$ cat config.mk
export PLATFORM = sky130hd
export DESIGN_NAME = res_station
export DESIGN_NICKNAME = d
export VERILOG_FILES = /design/src/rtl/res_station.sv
export SDC_FILE = /design/constraint.sdc
export NUM_CORES = 2
export LEC_CHECK = 0
export CORE_ASPECT_RATIO = 0.75
export CORE_MARGIN = 3
export CORE_UTILIZATION = 35
export CTS_CLUSTER_DIAMETER = 150
export DETAILED_ROUTE_END_ITERATION = 6
export SYNTH_ARGS = -nofsm -noshare
export SYNTH_HDL_FRONTEND = slang
export SYNTH_SLANG_ARGS = --single-unit
$ cat constraint.sdc
create_clock -name clk -period 35.9 [get_ports clk]
set_input_delay 10.77 -clock clk [delete_from_list [all_inputs] [get_ports clk]]
set_output_delay 10.77 -clock clk [all_outputs]
set_load 0.005 [all_outputs]
$ cat src/rtl/res_station.sv
// Unified reservation station: holds renamed micro-ops until both operands are
// available (directly or via CDB wakeup), then issues the oldest-index ready entry.
module res_station #(
  parameter int RS_DEPTH          = 8,
  parameter int PHY_RF_ADDR_WIDTH = 6,
  parameter int TAG_WIDTH         = PHY_RF_ADDR_WIDTH,
  parameter int DATA_WIDTH        = 32,
  parameter int UOP_WIDTH         = 16,
  parameter int OP_WIDTH          = UOP_WIDTH
) (
  input  logic                        clk,
  input  logic                        rst,
  input  logic                        flush,

  input  logic                        wr_en,
  input  logic [$clog2(RS_DEPTH)-1:0] wr_addr,
  input  logic [OP_WIDTH-1:0]         wr_op,
  input  logic [TAG_WIDTH-1:0]        wr_rd_tag,
  input  logic [TAG_WIDTH-1:0]        wr_rs1_tag,
  input  logic [TAG_WIDTH-1:0]        wr_rs2_tag,
  input  logic                        wr_rs1_ready,
  input  logic                        wr_rs2_ready,
  input  logic [DATA_WIDTH-1:0]       wr_rs1_data,
  input  logic [DATA_WIDTH-1:0]       wr_rs2_data,

  output logic [$clog2(RS_DEPTH)-1:0] free_addr,
  output logic                        full,

  input  logic                        cdb_valid,
  input  logic [TAG_WIDTH-1:0]        cdb_tag,
  input  logic [DATA_WIDTH-1:0]       cdb_data,

  output logic                        issue_valid,
  input  logic                        issue_ready,
  output logic [OP_WIDTH-1:0]         issue_op,
  output logic [TAG_WIDTH-1:0]        issue_rd_tag,
  output logic [DATA_WIDTH-1:0]       issue_rs1_data,
  output logic [DATA_WIDTH-1:0]       issue_rs2_data
);

  localparam int AW = $clog2(RS_DEPTH);

  logic [RS_DEPTH-1:0]   valid;
  logic [RS_DEPTH-1:0]   rs1_rdy;
  logic [RS_DEPTH-1:0]   rs2_rdy;
  logic [OP_WIDTH-1:0]   op_q       [RS_DEPTH];
  logic [TAG_WIDTH-1:0]  rd_tag_q   [RS_DEPTH];
  logic [TAG_WIDTH-1:0]  rs1_tag_q  [RS_DEPTH];
  logic [TAG_WIDTH-1:0]  rs2_tag_q  [RS_DEPTH];
  logic [DATA_WIDTH-1:0] rs1_data_q [RS_DEPTH];
  logic [DATA_WIDTH-1:0] rs2_data_q [RS_DEPTH];

  logic                  wr_accept;
  logic                  wr_rs1_hit;
  logic                  wr_rs2_hit;
  logic                  wr_rs1_rdy_in;
  logic                  wr_rs2_rdy_in;
  logic [DATA_WIDTH-1:0] wr_rs1_data_in;
  logic [DATA_WIDTH-1:0] wr_rs2_data_in;

  logic [RS_DEPTH-1:0]   eligible;
  logic                  sel_found;
  logic [AW-1:0]         sel_idx;
  logic                  issue_load;
  logic                  issue_take;

  // Writes only land in empty slots; an operand broadcast in the same cycle is captured on the way in.
  assign wr_accept      = wr_en && !valid[wr_addr];
  assign wr_rs1_hit     = cdb_valid && !wr_rs1_ready && (cdb_tag == wr_rs1_tag);
  assign wr_rs2_hit     = cdb_valid && !wr_rs2_ready && (cdb_tag == wr_rs2_tag);
  assign wr_rs1_rdy_in  = wr_rs1_ready || wr_rs1_hit;
  assign wr_rs2_rdy_in  = wr_rs2_ready || wr_rs2_hit;
  assign wr_rs1_data_in = wr_rs1_hit ? cdb_data : wr_rs1_data;
  assign wr_rs2_data_in = wr_rs2_hit ? cdb_data : wr_rs2_data;

  assign eligible = valid & rs1_rdy & rs2_rdy;

  always_comb begin
    sel_found = 1'b0;
    sel_idx   = '0;
    for (int i = RS_DEPTH - 1; i >= 0; i--) begin
      if (eligible[i]) begin
        sel_found = 1'b1;
        sel_idx   = AW'(i);
      end
    end
  end

  assign issue_load = !issue_valid || issue_ready;
  assign issue_take = issue_load && sel_found;

  always_comb begin
    free_addr = '0;
    for (int i = RS_DEPTH - 1; i >= 0; i--) begin
      if (!valid[i]) begin
        free_addr = AW'(i);
      end
    end
  end

  assign full = &valid;

  // Write, wakeup and issue-dequeue never target the same entry in one cycle:
  // writes need an invalid slot, the other two need a valid one.
  always_ff @(posedge clk or posedge rst) begin
    if (rst) begin
      valid   <= '0;
      rs1_rdy <= '0;
      rs2_rdy <= '0;
      for (int i = 0; i < RS_DEPTH; i++) begin
        op_q[i]       <= '0;
        rd_tag_q[i]   <= '0;
        rs1_tag_q[i]  <= '0;
        rs2_tag_q[i]  <= '0;
        rs1_data_q[i] <= '0;
        rs2_data_q[i] <= '0;
      end
    end else if (flush) begin
      valid <= '0;
    end else begin
      for (int i = 0; i < RS_DEPTH; i++) begin
        if (valid[i] && cdb_valid) begin
          if (!rs1_rdy[i] && (rs1_tag_q[i] == cdb_tag)) begin
            rs1_rdy[i]    <= 1'b1;
            rs1_data_q[i] <= cdb_data;
          end
          if (!rs2_rdy[i] && (rs2_tag_q[i] == cdb_tag)) begin
            rs2_rdy[i]    <= 1'b1;
            rs2_data_q[i] <= cdb_data;
          end
        end
        if (wr_accept && (wr_addr == AW'(i))) begin
          valid[i]      <= 1'b1;
          op_q[i]       <= wr_op;
          rd_tag_q[i]   <= wr_rd_tag;
          rs1_tag_q[i]  <= wr_rs1_tag;
          rs2_tag_q[i]  <= wr_rs2_tag;
          rs1_rdy[i]    <= wr_rs1_rdy_in;
          rs2_rdy[i]    <= wr_rs2_rdy_in;
          rs1_data_q[i] <= wr_rs1_data_in;
          rs2_data_q[i] <= wr_rs2_data_in;
        end
        if (issue_take && (sel_idx == AW'(i))) begin
          valid[i] <= 1'b0;
        end
      end
    end
  end

  // Issue register only advances when empty or when the consumer takes the current micro-op.
  always_ff @(posedge clk or posedge rst) begin
    if (rst) begin
      issue_valid    <= 1'b0;
      issue_op       <= '0;
      issue_rd_tag   <= '0;
      issue_rs1_data <= '0;
      issue_rs2_data <= '0;
    end else if (flush) begin
      issue_valid <= 1'b0;
    end else if (issue_load) begin
      issue_valid <= sel_found;
      if (sel_found) begin
        issue_op       <= op_q[sel_idx];
        issue_rd_tag   <= rd_tag_q[sel_idx];
        issue_rs1_data <= rs1_data_q[sel_idx];
        issue_rs2_data <= rs2_data_q[sel_idx];
      end
    end
  end

endmodule

## Word-level counts from Yosys, hierarchy flattened

Index checks and enable logic that the tools add are counted.

| cells by class | value |
|---|---|
| bitwise gates (word level) | 4 |
| order comparisons | 2 |
| equal/unequal tests | 32 |
| muxes and demuxes | 155 |
| reduce and logical (&&, ||, !) cells | 130 |

Operator list:

| cell | number |
|---|---|
| 32-bit 2-to-1 mux | 54 |
| 32-bit binary-select mux with 3-bit select | 2 |
| 6-bit == test | 18 |
| 1-bit 2-to-1 mux | 75 |
| 3-bit AND reduction | 17 |
| 2-bit nonzero test | 25 |
| 16-bit binary-select mux with 3-bit select | 1 |
| 3-bit 2-to-1 mux | 16 |
| 1-bit logical AND | 46 |
| 16-bit 2-to-1 mux | 2 |
| 3-bit == test (second input constant) | 8 |
| 3-bit nonzero test | 8 |
| 1-bit logical NOT | 20 |
| 6-bit binary-select mux with 3-bit select | 1 |
| 8-bit AND | 2 |
| 2-bit AND reduction | 8 |
| 3-bit by 2-bit == test with 1-bit output (second input constant) | 4 |
| 6-bit 2-to-1 mux | 2 |
| 8-bit 2-to-1 mux | 1 |
| 8-bit AND reduction | 1 |
| 3-bit by 1-bit == test with 1-bit output (second input constant) | 2 |
| 3-bit logical NOT | 2 |
| 4-bit greater-or-equal comparator (second input constant) | 1 |
| 3-bit by 4-bit < comparator with 1-bit output (second input constant) | 1 |
| 4 further kinds | 6 |

| storage, ports and cells | value |
|---|---|
| bits in registers | 895 |
| input bits | 147 |
| output and inout port bits | 91 |

## Longest topological paths before layout

| logic depth | value |
|---|---|
| depth in word-level cells | 14 |
| mapped depth | 10 |
| gate-level depth less buffers | 6 |

## Worst setup path before layout

Ideal clock, no wire load.

| timing | value |
|---|---|
| path type | input-to-reg |
| from | input port cdb_tag[5] |
| to | register rs2_data_q[49] in the netlist's numbering |
| stages | 9 |
| library setup time | 0.132 ns |
| path buffers | 3 |
| setup slack | 23.232 ns |
| data arrival time | 12.536 ns |
| required time | 35.768 ns |
| cells stage by stage | buf_2 > buf_2 > xor2_1 > nor3_1 > nand4_2 > nand2_2 > buf_4 > mux2i_1 > o21ai_1 |

| between the ends | value |
|---|---|
| word-level cells in the longest chain between the ends | 4 |
| elaborated cells between the ends (all ways) | 8 |
| classes of those cells | eq/ne: 2; mux: 2; reduce/logical: 4 |

RTL lines:

| element | line | RTL |
|---|---|---|
| start: declaration | 30 | `input logic [TAG_WIDTH-1:0] cdb_tag,` |
| 6-bit == test, on equally long branches | 127, 70 |  |
| 1-bit logical AND, on equally long branches | 127, 70 |  |
| 2-bit nonzero test (no line) / 32-bit 2-to-1 mux (equally long branches) | - |  |
| 3-bit AND reduction (no line) / 32-bit 2-to-1 mux (equally long branches) | - |  |
| end signal: indexed assignment | 129 | `rs2_data_q[i] <= cdb_data;` |
| end signal: indexed assignment | 141 | `rs2_data_q[i] <= wr_rs2_data_in;` |
| end: declaration | 51 | `logic [DATA_WIDTH-1:0] rs2_data_q [RS_DEPTH];` |

Several ways; a longest one is shown, not always the timed one.
A chain may end at the register's enable or synchronous reset.

## Worst setup path in the final report

| timing | value |
|---|---|
| from | register valid[6] |
| to | output port free_addr[0] |

| between the ends | value |
|---|---|
| word-level cells in the longest chain between the ends | 7 |

RTL lines:

| element | line | RTL |
|---|---|---|
| start: declaration | 43 | `logic [RS_DEPTH-1:0] valid;` |
| start signal: assignment | 107 | `valid <= '0;` |
| start signal: assignment | 119 | `valid <= '0;` |
| start signal: indexed assignment | 133 | `valid[i] <= 1'b1;` |
| 3-bit 2-to-1 mux (7 in a row) | 95 | `if (!valid[i]) begin` |
| end: declaration | 26 | `output logic [$clog2(RS_DEPTH)-1:0] free_addr,` |

No other way between the ends.

==> run_results.csv <==
group,metric,value,unit
layout,nets,4492,
cts,clock_sink_count,895,
run_status,status,"complete, no violations",
cts,cts_root_buf,"clkbuf_16",
global_route,overflow,0,
global_route,track_usage,0.2179,
worst_setup_path,crit_slowest_cell,"clkdlybuf4s50_1",
logic_synthesis,ys_ff_latch,895,
worst_setup_path,worst_setup_path_end_kind,"output pin",
cts,clockBufferDepth,3,
logic_synthesis,ys_async_sr_fraction,1.000,
logic_synthesis,yosysSeqAreaShare,0.5039,
power_and_ir_drop,internal-power,2.180,mW
min_path,min_path_type,"reg -> reg",
sta,grt_setup_unrepaired,"false",
worst_setup_path,cp_max_fo,8,
power_and_ir_drop,total_power,3.073,mW
logic_synthesis,synthTopCellsByCount,"dfrtp_1, nand2_1, mux2i_1, o21ai_1, mux2_2",
cts,cts_post_setup_buffers_inserted,0,
routing,routedWlPerCell,23.89,um
global_route,antenna_found_initial,24,
worst_setup_path,cp.required,25130,ps
logic_synthesis,syn_area,44450,um^2
cts,clk_pin_slew,60,ps
cts,cts_tree,"built",
layout,regArea,22400,um^2
routing,drtPass1Iterations,6,
routing,drt_iter0_markers,2723,
worst_setup_path,critPathLaunchType,"flop",
sta,fin_skew,26.84,ps
power_and_ir_drop,leakage,24.57,nW
logic_synthesis,synth_nets,4508,
global_route,grt_pass1_wl,218.1,mm
global_route,grtUsageMet3,0.03620,
routing,drt_wl_total,145.4,mm
layout,multiInputGateArea,20300,um^2
routing,final_antenna_net_count,0,
sta,fin_tns_setup,0,ps
sta,tightest_slew,1126,ps
logic_synthesis,synth_top_area_share,0.5039,
power_and_ir_drop,power_density,60.10,nW/um^2
cts,hold_buffers,0,
cts,cts_buffers,96,
sta,max-slew-margin-rel,0.2496,
floorplan,io_pins,238,
layout,area_delta_synth_final,15.05,%
worst_setup_path,crit_type,"reg -> out",
logic_synthesis,synthTopCellsByArea,"dfrtp_1, mux2i_1, mux2_2",
routing,drc,0,
floorplan,start_util,0.3548,
logic_synthesis,synth-edff-count,0,
routing,avgViaCountPerCell,5.463,
worst_setup_path,path_cells,"inv_1 -> o21ai_0 -> nand2_1 -> nand2_1 -> nand2_1 -> a21boi_0 -> clkdlybuf4s50_1",
sta,maxSlewViolCount,0,
floorplan,fp.dieArea,131300,um^2
power_and_ir_drop,power_switching_share,0.2907,
cts,h-tree-depth,3,
power_and_ir_drop,seq_power_share,0.461,
cts,cts-resized-gates,0,
logic_synthesis,avgSynthCellArea,10.19,um^2
sta,max_freq,73.66,MHz
global_route,use_met2,0.3317,
power_and_ir_drop,switchingPower,0.8932,mW
global_route,top_usage_layer,"met2",
power_and_ir_drop,p_clk_frac,0.337,
placed_design,gp_congestion,0.8072,
power_and_ir_drop,combPwrFrac,0.202,
sta,fin_crit,13580,ps
floorplan,fp-row-count,112,
logic_synthesis,synth_top_area_cell,"dfrtp_1",
sta,hold_viol_final,0,
global_route,grt_pass1_vias,32960,
logic_synthesis,post_synth_num_cell_types,53,
worst_setup_path,cp.arrival,2810,ps
placed_design,dp_hpwl,83.45,mm
floorplan,fp.dieH,314.6,um
worst_setup_path,max_stage_delay,620,ps
logic_synthesis,yosysWarnings,0,
logic_synthesis,synth_cells,4361,
placed_design,portBuffers,237,
routing,vias,33260,
global_route,met1_usage,0.3193,
layout,fill_cells,12230,
worst_setup_path,crit_path_frequent_cell,"nand2_1",
power_and_ir_drop,ir_drop,0.03880,mV
sta,period_share,0.3782,
global_route,grt_max_degree,187,
floorplan,core-area,125300,um^2
layout,drive_gt1_frac,0.1373,
logic_synthesis,ys.flop_type,"dfrtp_1",
sta,setup_viol,0,
cts,clk_latency,700,ps
floorplan,die_w,417.5,um
run,cap_violations,0,
logic_synthesis,synth.most_common_cell,"dfrtp_1",
power by group through the flow:
stage               sequential [mW]  combinational, mW  clock, mW
global placement               1.43              0.609          0
global route                   1.44              0.688       1.10
finish                         1.42              0.620       1.04
detailed placement             1.43              0.626          0
floorplan                      1.38              0.390          0
CTS                            1.42              0.627       1.06
state kept, by name (all words and copies together), names as in the netlist:
register	count
issue_op	16
issue_rd_tag	6
issue_rs1_data	32
issue_rs2_data	32
issue_valid	1
op_q	128
rd_tag_q	48
rs1_data_q	256
rs1_rdy	8
rs1_tag_q	48
rs2_data_q	256
rs2_rdy	8
rs2_tag_q	48
valid	8
per-layer routing:
| layer | routed length, um | up-vias |
|---|---|---|
| li1 | - | 15210 |
| met1 | 68820 | 16740 |
| met2 | 64230 | 1064 |
| met3 | 8768 | 229 |
| met4 | 3527 | 14 |
| met5 | 93 | - |
cell type report:
type | instances | share of cell area
multi-input combinational | 3016 | 0.3971
sequential | 895 | 0.4380
tap | 1653 | 0.04045
antenna | 14 | 0.0006851
clock buffer | 145 | 0.05572
inverter | 18 | 0.001395
clock inverter | 29 | 0.007977
timing repair buffer | 318 | 0.05868
path summary, 6_finish.rpt:
kind / from / to / slack [ps] / cells past startpoint
setup / recovery: valid[6] / free_addr[0] / 22320 / 7
hold / removal: rs1_data_q[152] / rs1_data_q[152] / 480 / 2
setup reg to reg: valid[3] / issue_rs2_data[7] / 31490 / 8
hold reg to reg: rs1_data_q[152] / rs1_data_q[152] / 480 / 2
max in group asynchronous: rst / rs1_data_q[45] / 22470 / 5
min in group asynchronous: rst / rs2_data_q[160] / 10470 / 2
worst max-delay path: cells and delay by family (launching register included):
kind | cells | cell delay [ps]
buffers and inverters | 2 | 680
AO/OA/AOI/OAI | 2 | 660
flip-flops | 1 | 570
AND/OR/NAND/NOR | 3 | 200
cell families (layout without fill, tap and decap cells):
family,after synthesis,in the layout,synth area share
compound gates,1043,1043,0.1341
xor+xnor,108,108,0.02128
buf+inv,450,510,0.04375
flops,895,895,0.5039
mux,860,860,0.2035
other cells,0,14,0
simple gates,1005,1005,0.09352
placed cells by master, fill, tap and decap left out, types with 4 or more instances in the layout:
cell type and count:
a31oi_1 22, clkbuf_8 22, mux2_2 320, and4_1 12, dfrtp_1 895, clkdlybuf4s50_1 236
o21ai_1 468, bufinv_16 8, nor4_4 4, nand3_1 28, o22a_1 7, nand2_1 824
o221ai_1 7, mux2i_1 512, a22oi_1 16, inv_1 17, mux2_1 28, clkbuf_1 25
and3_1 4, nor3_1 27, a21oi_1 224, nor2_1 25, o22ai_1 75, or4_1 6
o21bai_4 4, diode_2 14, a22o_1 66, o21ai_0 52, nor4_1 14, or2_2 9
a211oi_1 86, clkbuf_16 98, nor2b_1 11, buf_4 79, a21o_2 4, clkinv_2 16
xnor2_1 16, nand2_2 16, xor2_1 92
metrics by stage:
step	setup slack, ps	cell area [um^2]	cells	util	hold WS (ps)
after floorplan	12820	44450	4361	-	444.4
after global placement	21510	47840	5900	0.3819	457.4
after detailed placement	21560	47840	5900	0.3819	468.1
after CTS	22250	51100	6074	0.4079	481.1
after global routing	21940	51120	6081	0.4080	499.5
final	22320	51130	6088	0.4081	475.2
(Power assumes the default switching activity.)
